`config.mk`:
```
export PLATFORM = sky130hd
export DESIGN_NAME = sa_instr_sequencer
export DESIGN_NICKNAME = d
export VERILOG_FILES = /design/src/rtl/sa_instr_sequencer.sv
export SDC_FILE = /design/constraint.sdc
export NUM_CORES = 1
export LEC_CHECK = 0
export CORE_MARGIN = 2
export CORE_UTILIZATION = 55
export DETAILED_ROUTE_END_ITERATION = 10
export PLACE_DENSITY = 0.76
export SLEW_MARGIN = 10
export SYNTH_ARGS = -nofsm -noshare
export SYNTH_HDL_FRONTEND = slang
export SYNTH_SLANG_ARGS = --single-unit
```
`constraint.sdc`:
```
create_clock -name CLK -period 4.96 [get_ports CLK]
set_input_delay 0.496 -clock CLK [delete_from_list [all_inputs] [get_ports CLK]]
set_output_delay 0.496 -clock CLK [all_outputs]
set_load 0.05 [all_outputs]
```
`src/rtl/sa_instr_sequencer.sv`:
```
// Host-to-core instruction sequencer: FIFO-buffered issue, RUN/finish handshake
// with timeout watchdog, and indexed write-back forwarding.
module sa_instr_sequencer #(
  parameter int         BIT_INSTR = 32,
  parameter int         BIT_PSUM  = 32,
  parameter int         DEPTH     = 8,
  parameter int         IDX_W     = 8,
  parameter int         TIMEOUT   = 4096,
  parameter logic [3:0] OP_RUN    = 4'hF
) (
  input  logic                 CLK,
  input  logic                 RSTb,
  input  logic                 i_Host_Valid,
  input  logic [BIT_INSTR-1:0] i_Host_Instr,
  output logic                 o_Host_Ready,
  output logic [BIT_INSTR-1:0] o_Instr_Out,
  input  logic                 i_Instr_Flag,
  input  logic                 i_Flag_Finish,
  input  logic                 i_Valid_WB,
  input  logic [BIT_PSUM-1:0]  i_Data_WB,
  output logic                 o_Res_Valid,
  output logic [BIT_PSUM-1:0]  o_Res_Data,
  output logic [IDX_W-1:0]     o_Res_Idx,
  output logic                 o_Done,
  output logic                 o_Busy,
  output logic                 o_Err
);
  localparam int AW = $clog2(DEPTH);
  localparam int CW = AW + 1;
  localparam int TW = $clog2(TIMEOUT + 1);

  typedef enum logic [1:0] {ISSUE, WAIT_FIN, HALT} state_t;

  state_t               state;
  logic [BIT_INSTR-1:0] mem [DEPTH];
  logic [AW-1:0]        wr_ptr, rd_ptr;
  logic [CW-1:0]        count;
  logic [IDX_W-1:0]     idx;
  logic [TW-1:0]        tcnt;
  logic                 push, pop;
  logic [BIT_INSTR-1:0] head;

  assign o_Host_Ready = (count != CW'(DEPTH));
  assign push         = i_Host_Valid && o_Host_Ready;
  assign pop          = (state == ISSUE) && (count != '0) && i_Instr_Flag;
  assign head         = mem[rd_ptr];
  assign o_Busy       = (count != '0) || (state == WAIT_FIN);

  // Storage needs no reset: emptiness is tracked by count alone.
  always_ff @(posedge CLK)
    if (push) mem[wr_ptr] <= i_Host_Instr;

  always_ff @(posedge CLK or negedge RSTb) begin
    if (!RSTb) begin
      wr_ptr <= '0;
      rd_ptr <= '0;
      count  <= '0;
    end else begin
      if (push) wr_ptr <= wr_ptr + AW'(1);
      if (pop)  rd_ptr <= rd_ptr + AW'(1);
      case ({push, pop})
        2'b10:   count <= count + CW'(1);
        2'b01:   count <= count - CW'(1);
        default: ;
      endcase
    end
  end

  always_ff @(posedge CLK or negedge RSTb) begin
    if (!RSTb) begin
      state       <= ISSUE;
      o_Instr_Out <= '0;
      o_Done      <= 1'b0;
      o_Err       <= 1'b0;
      o_Res_Valid <= 1'b0;
      o_Res_Data  <= '0;
      o_Res_Idx   <= '0;
      idx         <= '0;
      tcnt        <= '0;
    end else begin
      o_Instr_Out <= pop ? head : '0;
      o_Done      <= 1'b0;
      o_Res_Valid <= i_Valid_WB;
      if (i_Valid_WB) begin
        o_Res_Data <= i_Data_WB;
        o_Res_Idx  <= idx;
        idx        <= idx + IDX_W'(1);
      end
      case (state)
        ISSUE:
          // A RUN issue clears the index even if a write-back lands in the same cycle.
          if (pop && head[BIT_INSTR-1 -: 4] == OP_RUN) begin
            state <= WAIT_FIN;
            idx   <= '0;
            tcnt  <= '0;
          end
        WAIT_FIN:
          if (i_Flag_Finish) begin
            o_Done <= 1'b1;
            state  <= ISSUE;
          end else if (tcnt == TW'(TIMEOUT - 1)) begin
            o_Err <= 1'b1;
            state <= HALT;
          end else begin
            tcnt <= tcnt + TW'(1);
          end
        default: ;
      endcase
    end
  end
endmodule
```
# == Yosys cells after proc, flatten, opt, wreduce, memory -nomap -nowiden ==
# Memories as Yosys holds them, arrays and structs flattened.
# Index checks and enable logic that the tools add are counted.
# W data, S select, Z words.
# totals
ramBits,256
inputBits,70
n_memories,1
regBits,108
out_inout_bits,77
elab_cells,59
# memory_table
memory,depth,width,read_ports,rd_ports_with_merged_regs,write_ports,line_no,text
mem,8,32,1,0,1,35,logic [BIT_INSTR-1:0] mem [DEPTH];
# classes
addsub,6
n_mux,17
n_bitwise,1
n_eq_ne,10
reduce_logical,12
# ops
op,count
$mux W13,3
$mux W32,1
$pmux W13 S2,1
$mux W8,3
$add A13 B1 Y13 const B,1
$eq A13 B12 Y1 const B,1
$add A8 B1 Y8 const B,1
$pmux W4 S2,1
$add A3 B1 Y3 const B,2
$mux W2,3
$reduce_and A3 Y1,2
$add A4 B1 Y4 const B,1
$eq A2 B1 Y1 const B,2
$eq A4 B4 Y1 const B,1
$logic_and A1 B1 Y1,4
$mux W1,4
$ne A2 B2 Y1 const B,2
$ne A4 B4 Y1 const B,1
$pmux W2 S2,1
$reduce_and A4 Y1,1
$reduce_bool A2 Y1,2
$reduce_bool A4 Y1,1
$sub A4 B1 Y4 const B,1
$ne A3 B2 Y1 const B,1
5 further kinds,5

# == Depth between registers and ports, before layout ==
# Gate-level depths: netlist of the first run.
# logic_depth
depth_word,6
mapped_depth,12
mapped_depth_nobuf,10

# == Worst setup path before layout of the first run ==
# Ideal clock, no wire load.
# synth_path
kind,reg-to-reg
startpoint,register count[1]
endpoint,memory mem[0][0] (enable)
t_arrival_ns,3.702
setup_time_ns,0.461
required_ns,4.499
path_buffers,1
synth_period_minus_slack_ns,4.163
stages_incl_launch_ff,7
slack_ns,0.797
cell_sequence,dfrtp_1 > clkbuf_2 > nor3_1 > nand2_1 > nand2_1 > or2_2 > nor3_1
# synth_between
elab_chain_cells,4
# synth_rtl
element,line_no,text
start: declaration,37,logic [CW-1:0] count;
start signal: assignment,62,2'b10: count <= count + CW'(1);
start signal: assignment,63,2'b01: count <= count - CW'(1);
$ne A4 B4 Y1,43,assign o_Host_Ready = (count != CW'(DEPTH));
named net o_Host_Ready,15,"output logic o_Host_Ready,"
$logic_and A1 B1 Y1,44,assign push = i_Host_Valid && o_Host_Ready;
$mux W1,51,if (push) mem[wr_ptr] <= i_Host_Instr;
$mux W1 (implied by the code),51,
end: declaration,35,
# The timed path passes the listed nets, and every way through them passes these cells.

# == Final worst setup path of the first run ==
# layout_path
startpoint,register count[1]
endpoint,register count[2]
# layout_between
elab_chain_cells,5
elab_cells_between_ends,11
classes_between,add/sub (2); eq/ne (3); mux (1); reduce/logical (5)
# layout_rtl
element,line_no,text
$reduce_bool A4 Y1 (*),45,assign pop = (state == ISSUE) && (count != '0) && i_Instr_Flag;
$logic_and A1 B1 Y1 (*) (2 in series),45,
named net pop,40,"logic push, pop;"
$eq A2 B1 Y1 / $eq A2 B2 Y1 (equally long branches),61,"case ({push, pop})"
$pmux W4 S2 / $reduce_bool A2 Y1 (equally long branches),--,
# The timed path passes the listed nets; every way through them passes the cells marked *.
# A chain may end at the register's enable or synchronous reset.

==> qor.txt, run 1 <==
Synth area leaders -> edfxtp_1 55%, dfrtp_1 19%, mux4_2 10%, mux2_2 3.5%, mux2i_1 2.7%
min cycle time layout -> 3.12 ns
n_diodes -> 0
worst path required time -> 5.35 ns
outcome -> completed
FMAX -> 0.320 GHz
IO Port Bufs -> 146
Synth Area per Inst -> 18.9 um2
clk buf depth -> 3
number of global-route vias before repair -> 7191
Multi-input gate area -> 3420 um2
Seq pwr share -> 0.431
CP Max Fanout -> 33
Die Y-Extent -> 163 um
sw frac -> 0.326
Worst Setup Start Kind -> register
first-pass GRT wire length -> 40.1 mm
Leakage -> 6.02 nW
chip width -> 163 um
setup TNS -> 0 ns
I/O pins -> 147
FP Rows -> 58
antenna violations before repair -> 0
post-route clock period utilization -> 0.629
largest net degree at the start of global routing -> 63
total of cells resized after clock tree synthesis -> 0
P_int -> 6.57 mW
Root Buffer -> clkbuf_16
layout cell share with drive strength beyond 1 -> 0.195
Psw -> 3.18 mW
PwrDens -> 578 nW/um2
Post-DP HPWL -> 14.7 mm
Syn Inst Count -> 738
total CTS buffers -> 36
syn_nets -> 815
Gate power share -> 0.313
post-layout util -> 0.673
clk slew on worst S/H paths -> 0.06 ns
largest vdd supply drop -> 0.376 mV
Synth cell types -> 52
Max Cap Violations -> 0
GP Congestion -> 0.765
#FFs+latches synth -> 364
Seq/Total Area, Yosys -> 0.745
clock network fraction of total power -> 0.255
Worst-Skew Late Latency -> 0.51 ns
Iter 0 DRT Violations -> 540
# DRC -> 0
area share of the largest cell type after synthesis -> 0.551
Total Power -> 9.74 mW
Post-CTS Setup Inserts -> 0
Seq. cell area -> 10400 um2
Layout area overhead -> 20.8%
Worst EP arrival -> 3.51 ns
worst setup path category -> register to register
fillers -> 1637
Initial Util -> 0.557
Hold Crit Class -> input pin to async pin
CTS Sinks -> 364
Die ar. -> 26600 um2
CTS H-tree depth -> 2
cell area after synthesis -> 13900 um2
Core Area -> 25000 um2
Routed WL per cell -> 20.4 um
final setup fails -> 0
final WL -> 25.5 mm
RSZ-0062 raised after global routing -> no
CTS tree -> done
vias per cell -> 5.57
Slew Limit Headroom -> 0.193
vias -> 6965
Yosys top cell by area -> edfxtp_1
Setup crit end kind -> register
Total GRT Usage -> 0.198
Finished Cell Area -> 16800 um2
clock skew -> 0.00851 ns
final hold violation count -> 0
DRT antenna net count -> 0
cts hold-fix bufs -> 0
Slew @ Worst Pin -> 1.21 ns
DP Area -> 15800 um2
fin. max-slew vios -> 0
grt ovf -> 0
Pre-antenna DRT Iters -> 5
yosys synthesis warning count -> 0
NumNets Final -> 973
worst max-delay path: stages (launching register included):
cell and delay [ns]:
dfrtp_1 0.45, o41ai_1 0.49, or3_2 0.75, inv_2 0.16, ha_1 0.30, xor2_1 0.16, ha_1 0.18, a21oi_1 0.14
xor2_1 0.16, nor2_1 0.06, xor2_1 0.14
stage by stage:
step | setup WS, ns | hold slack [ns] | std cells
finish | 1.84 | 0.0669 | 1251
global route | 1.53 | 0.137 | 1251
CTS | 1.74 | 0.101 | 1251
detailed placement | 1.66 | 0.452 | 1188
global placement | 1.70 | 0.450 | 1188
floorplan | 0.797 | 0.200 | 738
area by class of cell:
| cell class | instances | share of cell area |
|---|---|---|
| clock buffers | 46 | 0.0576 |
| clock inverters | 17 | 0.00594 |
| inverters | 8 | 0.00178 |
| multi-input cells | 333 | 0.203 |
| flip-flops and latches | 364 | 0.617 |
| well taps | 330 | 0.0245 |
| repair buffers | 153 | 0.0902 |
cell families after synthesis:
kind of cell | after synthesis | share of synthesized area
compound gates | 34 | 0.0183
fa+ha+maj | 7 | 0.00628
xor+xnor | 18 | 0.0113
simple gates | 132 | 0.0434
buf+inv | 41 | 0.0142
flops | 364 | 0.745
mux | 142 | 0.161
final timing paths:
kind | start | end | slack, ns | depth (start not counted)
max | count[1] | count[2] | 1.84 | 10
min | RSTb | tcnt[10] | 0.07 | 1
max reg2reg | count[1] | count[2] | 1.84 | 10
min reg2reg | o_Err | o_Err | 0.46 | 1
max in group asynchronous | RSTb | o_Instr_Out[15] | 3.77 | 2
min in group CLK | o_Err | o_Err | 0.46 | 1
placed cells by master (no fill, tap or decap), types with 6 or more instances in the layout:
cell type | netlist | routed
edfxtp_1 | 256 | 256
clkdlybuf4s50_1 | 0 | 144
dfrtp_1 | 108 | 105
mux4_2 | 62 | 62
nor2_1 | 60 | 54
mux2_2 | 43 | 43
mux2i_1 | 37 | 37
clkbuf_16 | 0 | 37
nand2_1 | 27 | 27
xnor2_1 | 11 | 11
clkinv_1 | 0 | 11
clkbuf_1 | 10 | 8
xor2_1 | 7 | 7
nor3_1 | 9 | 7
nand3_1 | 7 | 7
inv_1 | 7 | 7
ha_1 | 7 | 7
buf_4 | 1 | 7
nor2_4 | 0 | 6
per-layer routing:
layer | GRT usage | part of all wire | vias to the layer above | wire [um]
met5 | 0 | 0 | - | 0
met4 | 0.0579 | 0.021 | 0 | 539
met3 | 0.0383 | 0.059 | 43 | 1490
met2 | 0.328 | 0.50 | 199 | 12600
met1 | 0.272 | 0.42 | 3553 | 10800
li1 | - | - | 3170 | -
power groups by stage:
stage	clock network [mW]	registers, mW	logic, mW
after global placement	0	4.24	3.07
after global routing	2.66	4.27	3.27
after CTS	2.55	4.21	3.11
after floorplan	0	4.77	1.64
after detailed placement	0	4.26	3.09
final	2.49	4.20	3.05
registers in the layout, indices dropped and copies added, names as in the netlist:
| name | count |
|---|---|
| rd_ptr | 3 |
| o_Done | 1 |
| count | 4 |
| o_Res_Data | 32 |
| mem | 256 |
| o_Instr_Out | 32 |
| o_Res_Valid | 1 |
| idx | 8 |
| o_Res_Idx | 8 |
| state | 2 |
| wr_ptr | 3 |
| tcnt | 13 |
| o_Err | 1 |
synthesized netlist by cell type, drive strengths merged:
cell / instances
mux2: 43
a22o: 1
nor4: 1
clkbuf: 11
a31oi: 2
or3: 3
or2: 3
o31ai: 4
o22ai: 3
a31o: 1
a21oi: 4
mux4: 62
nand3: 7
o41ai: 1
nand4: 6
buf: 22
a21boi: 1
a22oi: 2
nand4b: 1
nor3: 10
nand2: 27
nor3b: 2
o31a: 1
dfrtp: 108
a311oi: 1
a41oi: 3
xnor2: 11
nor2: 61
nand3b: 2
xor2: 7
and3: 2
inv: 8
o211ai: 2
nor2b: 3
edfxtp: 256
ha: 7
mux2i: 37
a21o: 2
o21ai: 5
o21bai: 1
nand2b: 4
No activity file was read; power rests on OpenSTA's default activity.
==> run 2, diff against run 1 <==
--- a/config.mk
+++ b/config.mk
@@ -6,9 +6,9 @@
 export NUM_CORES = 1
 export LEC_CHECK = 0
 export CORE_MARGIN = 2
-export CORE_UTILIZATION = 55
+export CORE_UTILIZATION = 51
 export DETAILED_ROUTE_END_ITERATION = 10
-export PLACE_DENSITY = 0.76
+export PLACE_DENSITY = 0.74
 export SLEW_MARGIN = 10
 export SYNTH_ARGS = -nofsm -noshare
 export SYNTH_HDL_FRONTEND = slang
==> constraint.sdc (replaced) <==
create_clock -name CLK -period 2.75 [get_ports CLK]
set_input_delay 0.275 -clock CLK [delete_from_list [all_inputs] [get_ports CLK]]
set_output_delay 0.275 -clock CLK [all_outputs]
set_load 0.05 [all_outputs]
==> run 2 against run 1 <==
Final cell count is 2.9% higher; non-clock buffer count is 19 higher; final area is 2.7% higher; core utilization is 2.9 points lower; highest routed layer unchanged.
==> qor.txt, run 2 (synthesis results as in run 1) <==
outcome -> completed
Slew Limit Headroom -> 0.639 (+0.446)
Layout area overhead -> 24.1%
fin. max-slew vios -> 0 (unchanged)
CTS tree -> done
IO Port Bufs -> 146 (unchanged)
Root Buffer -> clkbuf_16
biggest regs -> mem: 256 flops, o_Instr_Out: 32 flops, o_Res_Data: 32 flops
most frequent cells in the layout -> 256 x edfxtp_1, 144 x clkdlybuf4s50_1, 105 x dfrtp_1
antenna violations before repair -> 1 (+1)
Total GRT Usage -> 0.192 (-0.00622)
FMAX -> 0.402 GHz (+26%)
number of global-route vias before repair -> 7434 (+3.4%)
Core Area -> 26900 um2 (+7.3%)
Die Y-Extent -> 169 um (+3.8%)
chip width -> 169 um (+3.8%)
layout cell share with drive strength beyond 1 -> 0.220 (+0.0247)
Layout Cells excl Fill -> 1287 (+2.9%)
worst path required time -> 3.15 ns (-2.20 ns)
FP Rows -> 60 (+3.4%)
CTS Sinks -> 364 (unchanged)
Slew @ Worst Pin -> 0.539 ns (-0.668 ns)
worst setup path category -> register to register
final setup margin -> 0.264 ns (-1.58 ns)
clk slew on worst S/H paths -> 0.06 ns (about the same)
Leakage -> 6.25 nW (+3.8%)
cts hold-fix bufs -> 1 (+1)
register name with the most flops -> mem
vias per cell -> 5.57 (about the same)
Post-CTS Setup Inserts -> 0 (unchanged)
Total Power -> 18.4 mW (+89%)
pre-CTS WS -> 0.251 ns (-1.41 ns)
Worst-Skew Late Latency -> 0.54 ns (+0.03 ns)
total of cells resized after clock tree synthesis -> 0 (unchanged)
first-pass GRT wire length -> 41.8 mm (+4.0%)
Post-DP HPWL -> 15.5 mm (+5.2%)
Pre-antenna DRT Iters -> 5 (unchanged)
final WL -> 27.1 mm (+6.4%)
setup TNS -> 0 ns (unchanged)
largest net degree at the start of global routing -> 80 (+27%)
post-layout util -> 0.644 (-0.0292)
grt ovf -> 0 (unchanged)
min cycle time layout -> 2.49 ns (-0.635 ns)
Initial Util -> 0.519 (-0.0381)
clk buf depth -> 3 (unchanged)
vias -> 7170 (+2.9%)
DRT antenna net count -> 0 (unchanged)
NumNets Final -> 993 (+2.1%)
clock skew -> 0.0247 ns (+0.0162 ns)
RSZ-0062 raised after global routing -> no
Hold Crit Class -> input pin to async pin
final hold violation count -> 0 (unchanged)
Max Cap Violations -> 0 (unchanged)
Routed WL per cell -> 21.0 um (+3.4%)
Placed Cells incl. Taps -> 1217 (+2.4%)
# DRC -> 0 (unchanged)
I/O pins -> 147 (unchanged)
final setup fails -> 0 (unchanged)
Iter 0 DRT Violations -> 546 (+1.1%)
Worst Setup Start Kind -> register
CTS H-tree depth -> 2 (unchanged)
Die ar. -> 28700 um2 (+7.6%)
PwrDens -> 1070 nW/um2 (+84%)
GP Congestion -> 0.799 (+4.5%)
max reg flops -> 256 (unchanged)
CP Max Fanout -> 7 (-79%)
commonest non-fill, non-tap cell in the layout -> edfxtp_1
largest vdd supply drop -> 0.962 mV (+160%)
total CTS buffers -> 37 (+2.8%)
Worst EP arrival -> 2.89 ns (-0.62 ns)
post-route clock period utilization -> 0.904 (+0.275)
Setup crit end kind -> register
-- run 2: cell types whose count changed in the layout (fill, tap and decap cells not counted), moves of 3 or more --
cell | previous run | this run
buf_4 | 7 | 19
clkinv_1 | 11 | 4
buf_12 | 1 | 7
clkbuf_8 | 1 | 5
bufinv_16 | 1 | 4
-- run 2: final timing paths --
kind,from,endpoint,slack [ns],depth (start not counted)
worst max-delay path,count[1],count[2],0.26,10
worst min-delay path,RSTb,o_Instr_Out[26],0.25,2
worst max register to register,count[1],count[2],0.26,10
worst min register to register,o_Err,o_Err,0.46,1
max in group asynchronous,RSTb,rd_ptr[1],1.68,3
min in group CLK,i_Valid_WB,o_Res_Idx[4],0.31,2
-- run 2: routing by layer --
metal,vias up,track usage,part of all wire
li1,3222,-,-
met4,0,0.0453,0.017
met1,3661,0.255,0.41
met3,42,0.0403,0.073
met2,245,0.328,0.50
met5,-,0,0
-- run 2: stage by stage --
| step | hold slack [ns] | cell area, um2 |
|---|---|---|
| floorplan | -0.0206 | 14000 |
| detailed placement | 0.272 | 16000 |
| global route | 0.279 | 17300 |
| finish | 0.249 | 17300 |
| CTS | 0.251 | 17300 |
| global placement | 0.264 | 16000 |
-- run 2: where the power goes --
| part | switching [mW] | total, mW | internal (mW) | leakage (nW) |
|---|---|---|---|---|
| sequential | 0.665 | 7.64 | 6.97 | 3.67 |
| combinational | 3.23 | 5.63 | 2.40 | 1.95 |
| clock | 2.05 | 5.17 | 3.13 | 0.626 |
-- run 2: layout make-up --
cell class / instances / area (um2)
Sequential cell: 364 / 10400
Multi-Input combinational cell: 333 / 3430
Clock inverter: 15 / 196
Fill cell: 1868 / 9580
Clock buffer: 53 / 1080
Inverter: 8 / 30.0
Timing Repair Buffer: 172 / 1740
Antenna cell: 1 / 2.50
Tap cell: 341 / 427
-- run 2: worst max-delay path: stages (launching register included) --
cell and delay (ns):
dfrtp_1 0.45, o41ai_1 0.52, or3_1 0.21, inv_2 0.07, ha_1 0.25, xor2_1 0.17, ha_1 0.18, a21oi_1 0.16
xor2_1 0.16, nor2_1 0.06, xor2_1 0.13
